$ cat src/rtl/fc_layer_sequencer_pkg.sv
// Shared types and widths for the fully-connected layer sequencer.
package fc_seq_pkg;

    localparam int LANES  = 4;
    localparam int ACC_W  = 32;
    localparam int LANE_W = 8;

    typedef enum logic [2:0] {
        S_IDLE,
        S_BIAS,
        S_REQ,
        S_WAIT,
        S_ACC,
        S_EMIT,
        S_FIN
    } fc_seq_state_t;

endpackage

$ cat src/rtl/fc_layer_sequencer_if.sv
// Chunk-read request/response port and final-sum stream of the layer sequencer.
interface fc_layer_sequencer_if
    import fc_seq_pkg::*;
#(
    parameter int OUT_W  = 8,
    parameter int ADDR_W = 16
);
    logic                      rd_valid;
    logic                      rd_ready;
    logic [ADDR_W-1:0]         rd_act_addr;
    logic [ADDR_W-1:0]         rd_wt_addr;
    logic                      rsp_valid;
    logic [LANES*LANE_W-1:0]   rsp_act;
    logic [LANES*LANE_W-1:0]   rsp_wt;
    logic                      res_valid;
    logic                      res_ready;
    logic [ACC_W-1:0]          res_sum;
    logic [OUT_W-1:0]          res_idx;

    modport master (
        output rd_valid, rd_act_addr, rd_wt_addr,
        input  rd_ready,
        input  rsp_valid, rsp_act, rsp_wt,
        output res_valid, res_sum, res_idx,
        input  res_ready
    );

    modport slave (
        input  rd_valid, rd_act_addr, rd_wt_addr,
        output rd_ready,
        output rsp_valid, rsp_act, rsp_wt,
        input  res_valid, res_sum, res_idx,
        output res_ready
    );
endinterface

$ cat src/rtl/fc_layer_sequencer.sv
// Multi-chunk FC layer sequencer feeding a 4-lane INT8 MAC array; optional
// perf counters under FC_SEQ_PERF_CNT_EN.
// state | meaning
// IDLE  | wait for start | BIAS | load neuron bias | REQ | chunk read request
// WAIT  | await response | ACC  | fold chunk into acc | EMIT | offer sum | FIN | done pulse
module fc_layer_sequencer
    import fc_seq_pkg::*;
#(
    parameter int CHUNK_W = 8,
    parameter int OUT_W   = 8,
    parameter int ADDR_W  = 16
)(
    input  logic                     clk,
    input  logic                     rst,
    input  logic                     start,
    input  logic [CHUNK_W-1:0]       cfg_num_chunks,
    input  logic [OUT_W-1:0]         cfg_num_out,
    output logic                     busy,
    output logic                     done,
    output logic [OUT_W-1:0]         bias_idx,
    input  logic [ACC_W-1:0]         bias_in,
    fc_layer_sequencer_if.master     bus,
    output logic [LANES*LANE_W-1:0]  mac_act,
    output logic [LANES*LANE_W-1:0]  mac_wt,
    output logic [ACC_W-1:0]         mac_bias,
    input  logic [ACC_W-1:0]         mac_sum
`ifdef FC_SEQ_PERF_CNT_EN
    ,
    output logic [31:0]              perf_cycles,
    output logic [15:0]              perf_zero_chunks
`endif
);

    fc_seq_state_t             state;
    logic [CHUNK_W-1:0]        num_chunks;
    logic [OUT_W-1:0]          num_out;
    logic [CHUNK_W-1:0]        k;
    logic [OUT_W-1:0]          o;
    logic [ADDR_W-1:0]         wt_addr;
    logic [ACC_W-1:0]          acc;
    logic [LANES*LANE_W-1:0]   lane_act;
    logic [LANES*LANE_W-1:0]   lane_wt;
    logic                      rd_valid_q;
    logic                      res_valid_q;

    assign bias_idx        = o;
    assign mac_act         = lane_act;
    assign mac_wt          = lane_wt;
    assign mac_bias        = acc;
    assign bus.rd_valid    = rd_valid_q;
    assign bus.rd_act_addr = ADDR_W'(k);
    assign bus.rd_wt_addr  = wt_addr;
    assign bus.res_valid   = res_valid_q;
    assign bus.res_sum     = acc;
    assign bus.res_idx     = o;

    // wt_addr walks o*num_chunks + k by stepping once per accumulated chunk.
    always_ff @(posedge clk or posedge rst) begin
        if (rst) begin
            state       <= S_IDLE;
            num_chunks  <= '0;
            num_out     <= '0;
            k           <= '0;
            o           <= '0;
            wt_addr     <= '0;
            acc         <= '0;
            lane_act    <= '0;
            lane_wt     <= '0;
            rd_valid_q  <= 1'b0;
            res_valid_q <= 1'b0;
            busy        <= 1'b0;
            done        <= 1'b0;
        end else begin
            unique case (state)
                S_IDLE: begin
                    if (start) begin
                        num_chunks <= cfg_num_chunks;
                        num_out    <= cfg_num_out;
                        o          <= '0;
                        k          <= '0;
                        wt_addr    <= '0;
                        busy       <= 1'b1;
                        if (cfg_num_chunks == '0 || cfg_num_out == '0) begin
                            done  <= 1'b1;
                            state <= S_FIN;
                        end else begin
                            state <= S_BIAS;
                        end
                    end
                end
                S_BIAS: begin
                    acc        <= bias_in;
                    k          <= '0;
                    rd_valid_q <= 1'b1;
                    state      <= S_REQ;
                end
                S_REQ: begin
                    if (bus.rd_ready) begin
                        rd_valid_q <= 1'b0;
                        state      <= S_WAIT;
                    end
                end
                S_WAIT: begin
                    if (bus.rsp_valid) begin
                        lane_act <= bus.rsp_act;
                        lane_wt  <= bus.rsp_wt;
                        state    <= S_ACC;
                    end
                end
                S_ACC: begin
                    acc     <= mac_sum;
                    wt_addr <= wt_addr + ADDR_W'(1);
                    if (k == num_chunks - CHUNK_W'(1)) begin
                        res_valid_q <= 1'b1;
                        state       <= S_EMIT;
                    end else begin
                        k          <= k + CHUNK_W'(1);
                        rd_valid_q <= 1'b1;
                        state      <= S_REQ;
                    end
                end
                S_EMIT: begin
                    if (bus.res_ready) begin
                        res_valid_q <= 1'b0;
                        if (o == num_out - OUT_W'(1)) begin
                            done  <= 1'b1;
                            state <= S_FIN;
                        end else begin
                            o     <= o + OUT_W'(1);
                            state <= S_BIAS;
                        end
                    end
                end
                S_FIN: begin
                    done  <= 1'b0;
                    busy  <= 1'b0;
                    state <= S_IDLE;
                end
                default: begin
                    state <= S_IDLE;
                end
            endcase
        end
    end

`ifdef FC_SEQ_PERF_CNT_EN
    always_ff @(posedge clk or posedge rst) begin
        if (rst) begin
            perf_cycles      <= '0;
            perf_zero_chunks <= '0;
        end else if (state == S_IDLE && start) begin
            perf_cycles      <= '0;
            perf_zero_chunks <= '0;
        end else begin
            if (busy && perf_cycles != '1)
                perf_cycles <= perf_cycles + 32'd1;
            if (state == S_ACC && lane_act == '0 && perf_zero_chunks != '1)
                perf_zero_chunks <= perf_zero_chunks + 16'd1;
        end
    end
`endif

endmodule

$ cat src/flat_wrapper.sv
// flat-port wrapper written by rule: the top's interface ports become plain ports
module fc_layer_sequencer_flat import fc_seq_pkg::*;
#(
    parameter int CHUNK_W = 8,
    parameter int OUT_W   = 8,
    parameter int ADDR_W  = 16
)
  (clk, rst, start, cfg_num_chunks, cfg_num_out, busy, done, bias_idx, bias_in, mac_act, mac_wt, mac_bias, mac_sum, bus_rd_valid, bus_rd_act_addr, bus_rd_wt_addr, bus_rd_ready, bus_rsp_valid, bus_rsp_act, bus_rsp_wt, bus_res_valid, bus_res_sum, bus_res_idx, bus_res_ready);
  fc_layer_sequencer_if #(.OUT_W(OUT_W), .ADDR_W(ADDR_W)) bus_i ();
  input  logic clk;
  input  logic rst;
  input  logic start;
  input  logic [CHUNK_W-1:0] cfg_num_chunks;
  input  logic [OUT_W-1:0] cfg_num_out;
  output logic busy;
  output logic done;
  output logic [OUT_W-1:0] bias_idx;
  input  logic [ACC_W-1:0] bias_in;
  output logic [LANES*LANE_W-1:0] mac_act;
  output logic [LANES*LANE_W-1:0] mac_wt;
  output logic [ACC_W-1:0] mac_bias;
  input  logic [ACC_W-1:0] mac_sum;
  output wire logic [$bits(bus_i.rd_valid)-1:0] bus_rd_valid;
  output wire logic [$bits(bus_i.rd_act_addr)-1:0] bus_rd_act_addr;
  output wire logic [$bits(bus_i.rd_wt_addr)-1:0] bus_rd_wt_addr;
  input wire logic [$bits(bus_i.rd_ready)-1:0] bus_rd_ready;
  input wire logic [$bits(bus_i.rsp_valid)-1:0] bus_rsp_valid;
  input wire logic [$bits(bus_i.rsp_act)-1:0] bus_rsp_act;
  input wire logic [$bits(bus_i.rsp_wt)-1:0] bus_rsp_wt;
  output wire logic [$bits(bus_i.res_valid)-1:0] bus_res_valid;
  output wire logic [$bits(bus_i.res_sum)-1:0] bus_res_sum;
  output wire logic [$bits(bus_i.res_idx)-1:0] bus_res_idx;
  input wire logic [$bits(bus_i.res_ready)-1:0] bus_res_ready;
  assign bus_rd_valid = bus_i.rd_valid;
  assign bus_rd_act_addr = bus_i.rd_act_addr;
  assign bus_rd_wt_addr = bus_i.rd_wt_addr;
  assign bus_i.rd_ready = bus_rd_ready;
  assign bus_i.rsp_valid = bus_rsp_valid;
  assign bus_i.rsp_act = bus_rsp_act;
  assign bus_i.rsp_wt = bus_rsp_wt;
  assign bus_res_valid = bus_i.res_valid;
  assign bus_res_sum = bus_i.res_sum;
  assign bus_res_idx = bus_i.res_idx;
  assign bus_i.res_ready = bus_res_ready;
  fc_layer_sequencer #(.CHUNK_W(CHUNK_W), .OUT_W(OUT_W), .ADDR_W(ADDR_W)) u_core (.clk(clk), .rst(rst), .start(start), .cfg_num_chunks(cfg_num_chunks), .cfg_num_out(cfg_num_out), .busy(busy), .done(done), .bias_idx(bias_idx), .bias_in(bias_in), .bus(bus_i), .mac_act(mac_act), .mac_wt(mac_wt), .mac_bias(mac_bias), .mac_sum(mac_sum));
endmodule
$ cat config.mk
export PLATFORM = sky130hd
export DESIGN_NAME = fc_layer_sequencer_flat
export DESIGN_NICKNAME = d
export VERILOG_FILES = /design/src/rtl/fc_layer_sequencer_pkg.sv /design/src/rtl/fc_layer_sequencer_if.sv /design/src/rtl/fc_layer_sequencer.sv /design/src/flat_wrapper.sv
export SDC_FILE = /design/constraint.sdc
export NUM_CORES = 1
export LEC_CHECK = 0
export ABC_AREA = 1
export BUFFER_PORTS_ARGS = -buffer_cell sky130_fd_sc_hd__buf_2
export CORE_MARGIN = 3
export CORE_UTILIZATION = 30
export DETAILED_ROUTE_END_ITERATION = 10
export PLACE_DENSITY = 0.53
export SLEW_MARGIN = 20
export SYNTH_ARGS = -nofsm -noshare
export SYNTH_HDL_FRONTEND = slang
export SYNTH_SLANG_ARGS = --single-unit
$ cat constraint.sdc
create_clock -name clk -period 7 [get_ports clk]
set_clock_uncertainty 0.15 [all_clocks]
set_input_delay 0 -clock clk [delete_from_list [all_inputs] [get_ports clk]]
set_output_delay 0 -clock clk [all_outputs]
set_load 0.01 [all_outputs]
==> results.toml <==
[final_layout]
n_antenna_cell = 0
ff_latch_area_mm2 = 0.00378
stdcell_area_mm2 = 0.0113
multi_input_area_mm2 = 0.00314
nNetsFinal = 1446
fin_util_pct = 45.8
fillers = 2461
drive_above_1_share_pct = 33.7
area_growth_pct = 47.6

[sta]
hold_viol_final = 0
setup_viol = 0
period_share_pct = 43.2
slew_violations = 0
fin_tns_setup_ps = 0
max_slew_margin_pct = 31.4
rsz0062_at_grt = "no"
worst_pin_slew_ps = 1030
fmax_ghz = 0.331
fin_crit_ps = 3020

[global_route]
grt_pass1_vias = 7926
grt_max_degree = 88
grt_pass1_wl_um = 40400
gr-total-overflow = 0
antenna_found_initial = 0
grtUsageTotal_pct = 17.7

[power_and_ir_drop]
powerDensity_mw_per_mm2 = 397
p_int_w = 0.00269
switching_power_w = 0.00180
pwr-share-seq_pct = 33.2
p_clk_share_pct = 20.0
combPwrFrac_pct = 46.8
switching_share_pct = 40.0
ir_drop_mv = 0.209
leakagePower_nw = 5.78

[job]
maxCapViolations = 0

[worst_setup_path]
critPathArrivalTime_ps = 3170
startpoint_type = "register"
slowest_delay_ps = 680
required_ps = 7150
cp-end-kind = "register"
cp_num_buf_inv = 3
crit_fanout = 35
r2r_slack_ps = 3980
critPathKind = "register to register"
crit_slowest_cell = "nand2_1"
crit_path_cell_trace = "inv_2, nand3_1, buf_4, nand2_1, o21ai_0, o21ai_0, dlygate4sd3_1"
cp_top_family = "buffers and inverters"
cpMostUsedCell = "o21ai_0"

[logic_synthesis]
synthTopCellsByArea = "dfrtp_1 49%, mux2_2 9.4%, nand2_1 7.4%"
synth_simple_gate_area_share_pct = 20.1
synth_top_family_by_area = "simple AND/OR/NAND/NOR gates"
synth-edff-count = 0
synthMuxAreaShare_pct = 9.67
synth_area_mm2 = 0.00766
ys_async_sr_fraction_pct = 100
synth_fa_ha_area_share_pct = 0.817
syn_area_per_cell_um2 = 8.82
synth_cell_types = 36
netlist.area_leader.share_pct = 49.3
ys_ff_latch = 151
ys.flop_type = "dfrtp_1"
yosys-top-cells-count = "151 x dfrtp_1, 151 x nand2_1, 94 x o21ai_0"
synth_top_area_cell = "dfrtp_1"
synth_compound_area_share_pct = 8.02
synth_xor_area_share_pct = 1.83
synthCells = 869
seq_area_frac_synth_pct = 49.3
yosysWarnings = 0

[clock_network]
cts_htree_levels = 4
clock_latency_ps = 420
clk_pin_slew_ps = 70
clk_path_buf_depth = 2
postCtsSetupBuffers = 0
clock-sinks = 151
cts_resized = 0
root_buffer = "clkbuf_16"
tritoncts = "built"
numCtsBuffers = 17

[detailed_routing]
wl_um = 24500
vias = 7426
ant_nets = 0
wl_per_cell_um = 15.1
vias_per_cell = 4.56
drcViolationCount = 0
firstDrtPassIters = 5
drtIter0Drc = 374

[floorplanning]
fp.dieH_um = 166
rows = 57
die_w_um = 166
start_util_pct = 31.0
die-area_mm2 = 0.0275
core_mm2 = 0.0247
ioPinCount = 330

[placed_design]
place_area_mm2 = 0.00926
place.gp.congestion = 0.813
io_buffers = 321
place_hpwl_um = 16700

[outcome]
outcome = "finished clean"

[worst_hold_path]
holdCritPathClass = "input pin to register"
## placed cells by master, fill, tap and decap left out, types with 3 or more instances in the layout
| cell type | count |
|---|---|
| buf_2 | 321 |
| buf_4 | 5 |
| nand4_1 | 13 |
| o21ai_1 | 5 |
| inv_6 | 8 |
| inv_8 | 3 |
| nor2_2 | 4 |
| o21ai_0 | 94 |
| dfrtp_1 | 151 |
| clkbuf_16 | 17 |
| nor2_1 | 88 |
| nand2_1 | 150 |
| ha_1 | 5 |
| nand3_1 | 79 |
| nor3_1 | 7 |
| nor4_1 | 3 |
| xor2_1 | 11 |
| dlygate4sd3_1 | 149 |
| inv_2 | 6 |
| xnor2_1 | 5 |
| a21oi_1 | 10 |
| inv_1 | 70 |
| mux2_2 | 64 |
| conb_1 | 8 |
| clkinv_4 | 3 |
## registers in the layout (all words and copies together) (netlist names)
signal and cells:
u_core.mac_wt 32, u_core.done 1, u_core.bias_idx 8, u_core.num_out 8
u_core.bus.rd_valid 1, u_core.busy 1, u_core.state 3, u_core.mac_act 32
u_core.num_chunks 8, u_core.bus.res_sum 32, u_core.k 8, u_core.bus.res_valid 1
u_core.bus.rd_wt_addr 16
## layer usage
layer | track usage (%) | wire length [um] | up-vias
met5 | 0 | 0 | -
met4 | 4.67 | 434 | 0
met3 | 5.26 | 1720 | 31
met2 | 29.4 | 11500 | 255
met1 | 22.7 | 10800 | 3492
li1 | - | - | 3648
## worst paths after layout
| check | depth (start not counted) | endpoint | startpoint |
|---|---|---|---|
| max | 7 | u_core.bus.res_sum[30]$_DFFE_PP0P_ | u_core.state[2]$_DFFE_PP0P_ |
| min | 5 | u_core.num_out[5]$_DFFE_PP0P_ | start |
| max reg2reg | 7 | u_core.bus.res_sum[30]$_DFFE_PP0P_ | u_core.state[2]$_DFFE_PP0P_ |
| min reg2reg | 2 | u_core.num_out[7]$_DFFE_PP0P_ | u_core.num_out[7]$_DFFE_PP0P_ |
| max in group asynchronous | 4 | u_core.bus.res_sum[26]$_DFFE_PP0P_ | rst |
| min in group asynchronous | 3 | u_core.mac_wt[18]$_DFFE_PP0P_ | rst |
## cell type report
cell class / count / share of cell area, %
timing repair buffer: 475 / 27.7
clock buffer: 18 / 3.80
sequential: 151 / 33.4
tap: 324 / 3.58
inverter: 77 / 2.60
multi-input combinational: 569 / 27.7
clock inverter: 14 / 1.14
## power by group through the flow
stage	sequential [W]	clock [W]	combinational (W)
2_1_floorplan	0.00160	0	0.00113
3_3_place_gp	0.00149	0	0.00181
3_5_place_dp	0.00150	0	0.00182
4_1_cts	0.00149	0.000926	0.00211
5_1_grt	0.00154	0.000962	0.00236
6_report	0.00149	0.000898	0.00210
## worst reg2reg max path, cell delays in order (launching register included)
cell,delay [ps]
dfrtp_1,460
inv_2,120
nand3_1,110
buf_4,380
nand2_1,690
o21ai_0,350
o21ai_0,100
dlygate4sd3_1,560
## cell families after synthesis
family | after synthesis
AND/OR/NAND/NOR | 356
buffers and inverters | 156
flip-flops | 151
AO/OA/AOI/OAI | 118
multiplexers | 66
XOR/XNOR | 16
adder cells (fa/ha/maj) | 5
other | 1
## metrics by stage
stage	power (W)	cells	worst slack, ps	hold slack (ps)
after floorplan	0.00272	876	2790	-43.1
after global placement	0.00330	1447	4260	80.2
after detailed placement	0.00332	1447	4230	83.2
after CTS	0.00452	1628	3920	22.9
after global routing	0.00486	1628	3730	97.9
final	0.00449	1628	3980	60.4
## what timing repair did
item                                    4_1_cts  5_1_grt
hold endpoints to repair                    203        0
hold buffers                                149        0
endpoints found under the setup margin        0        0
Power figures use the tool's default switching activity.
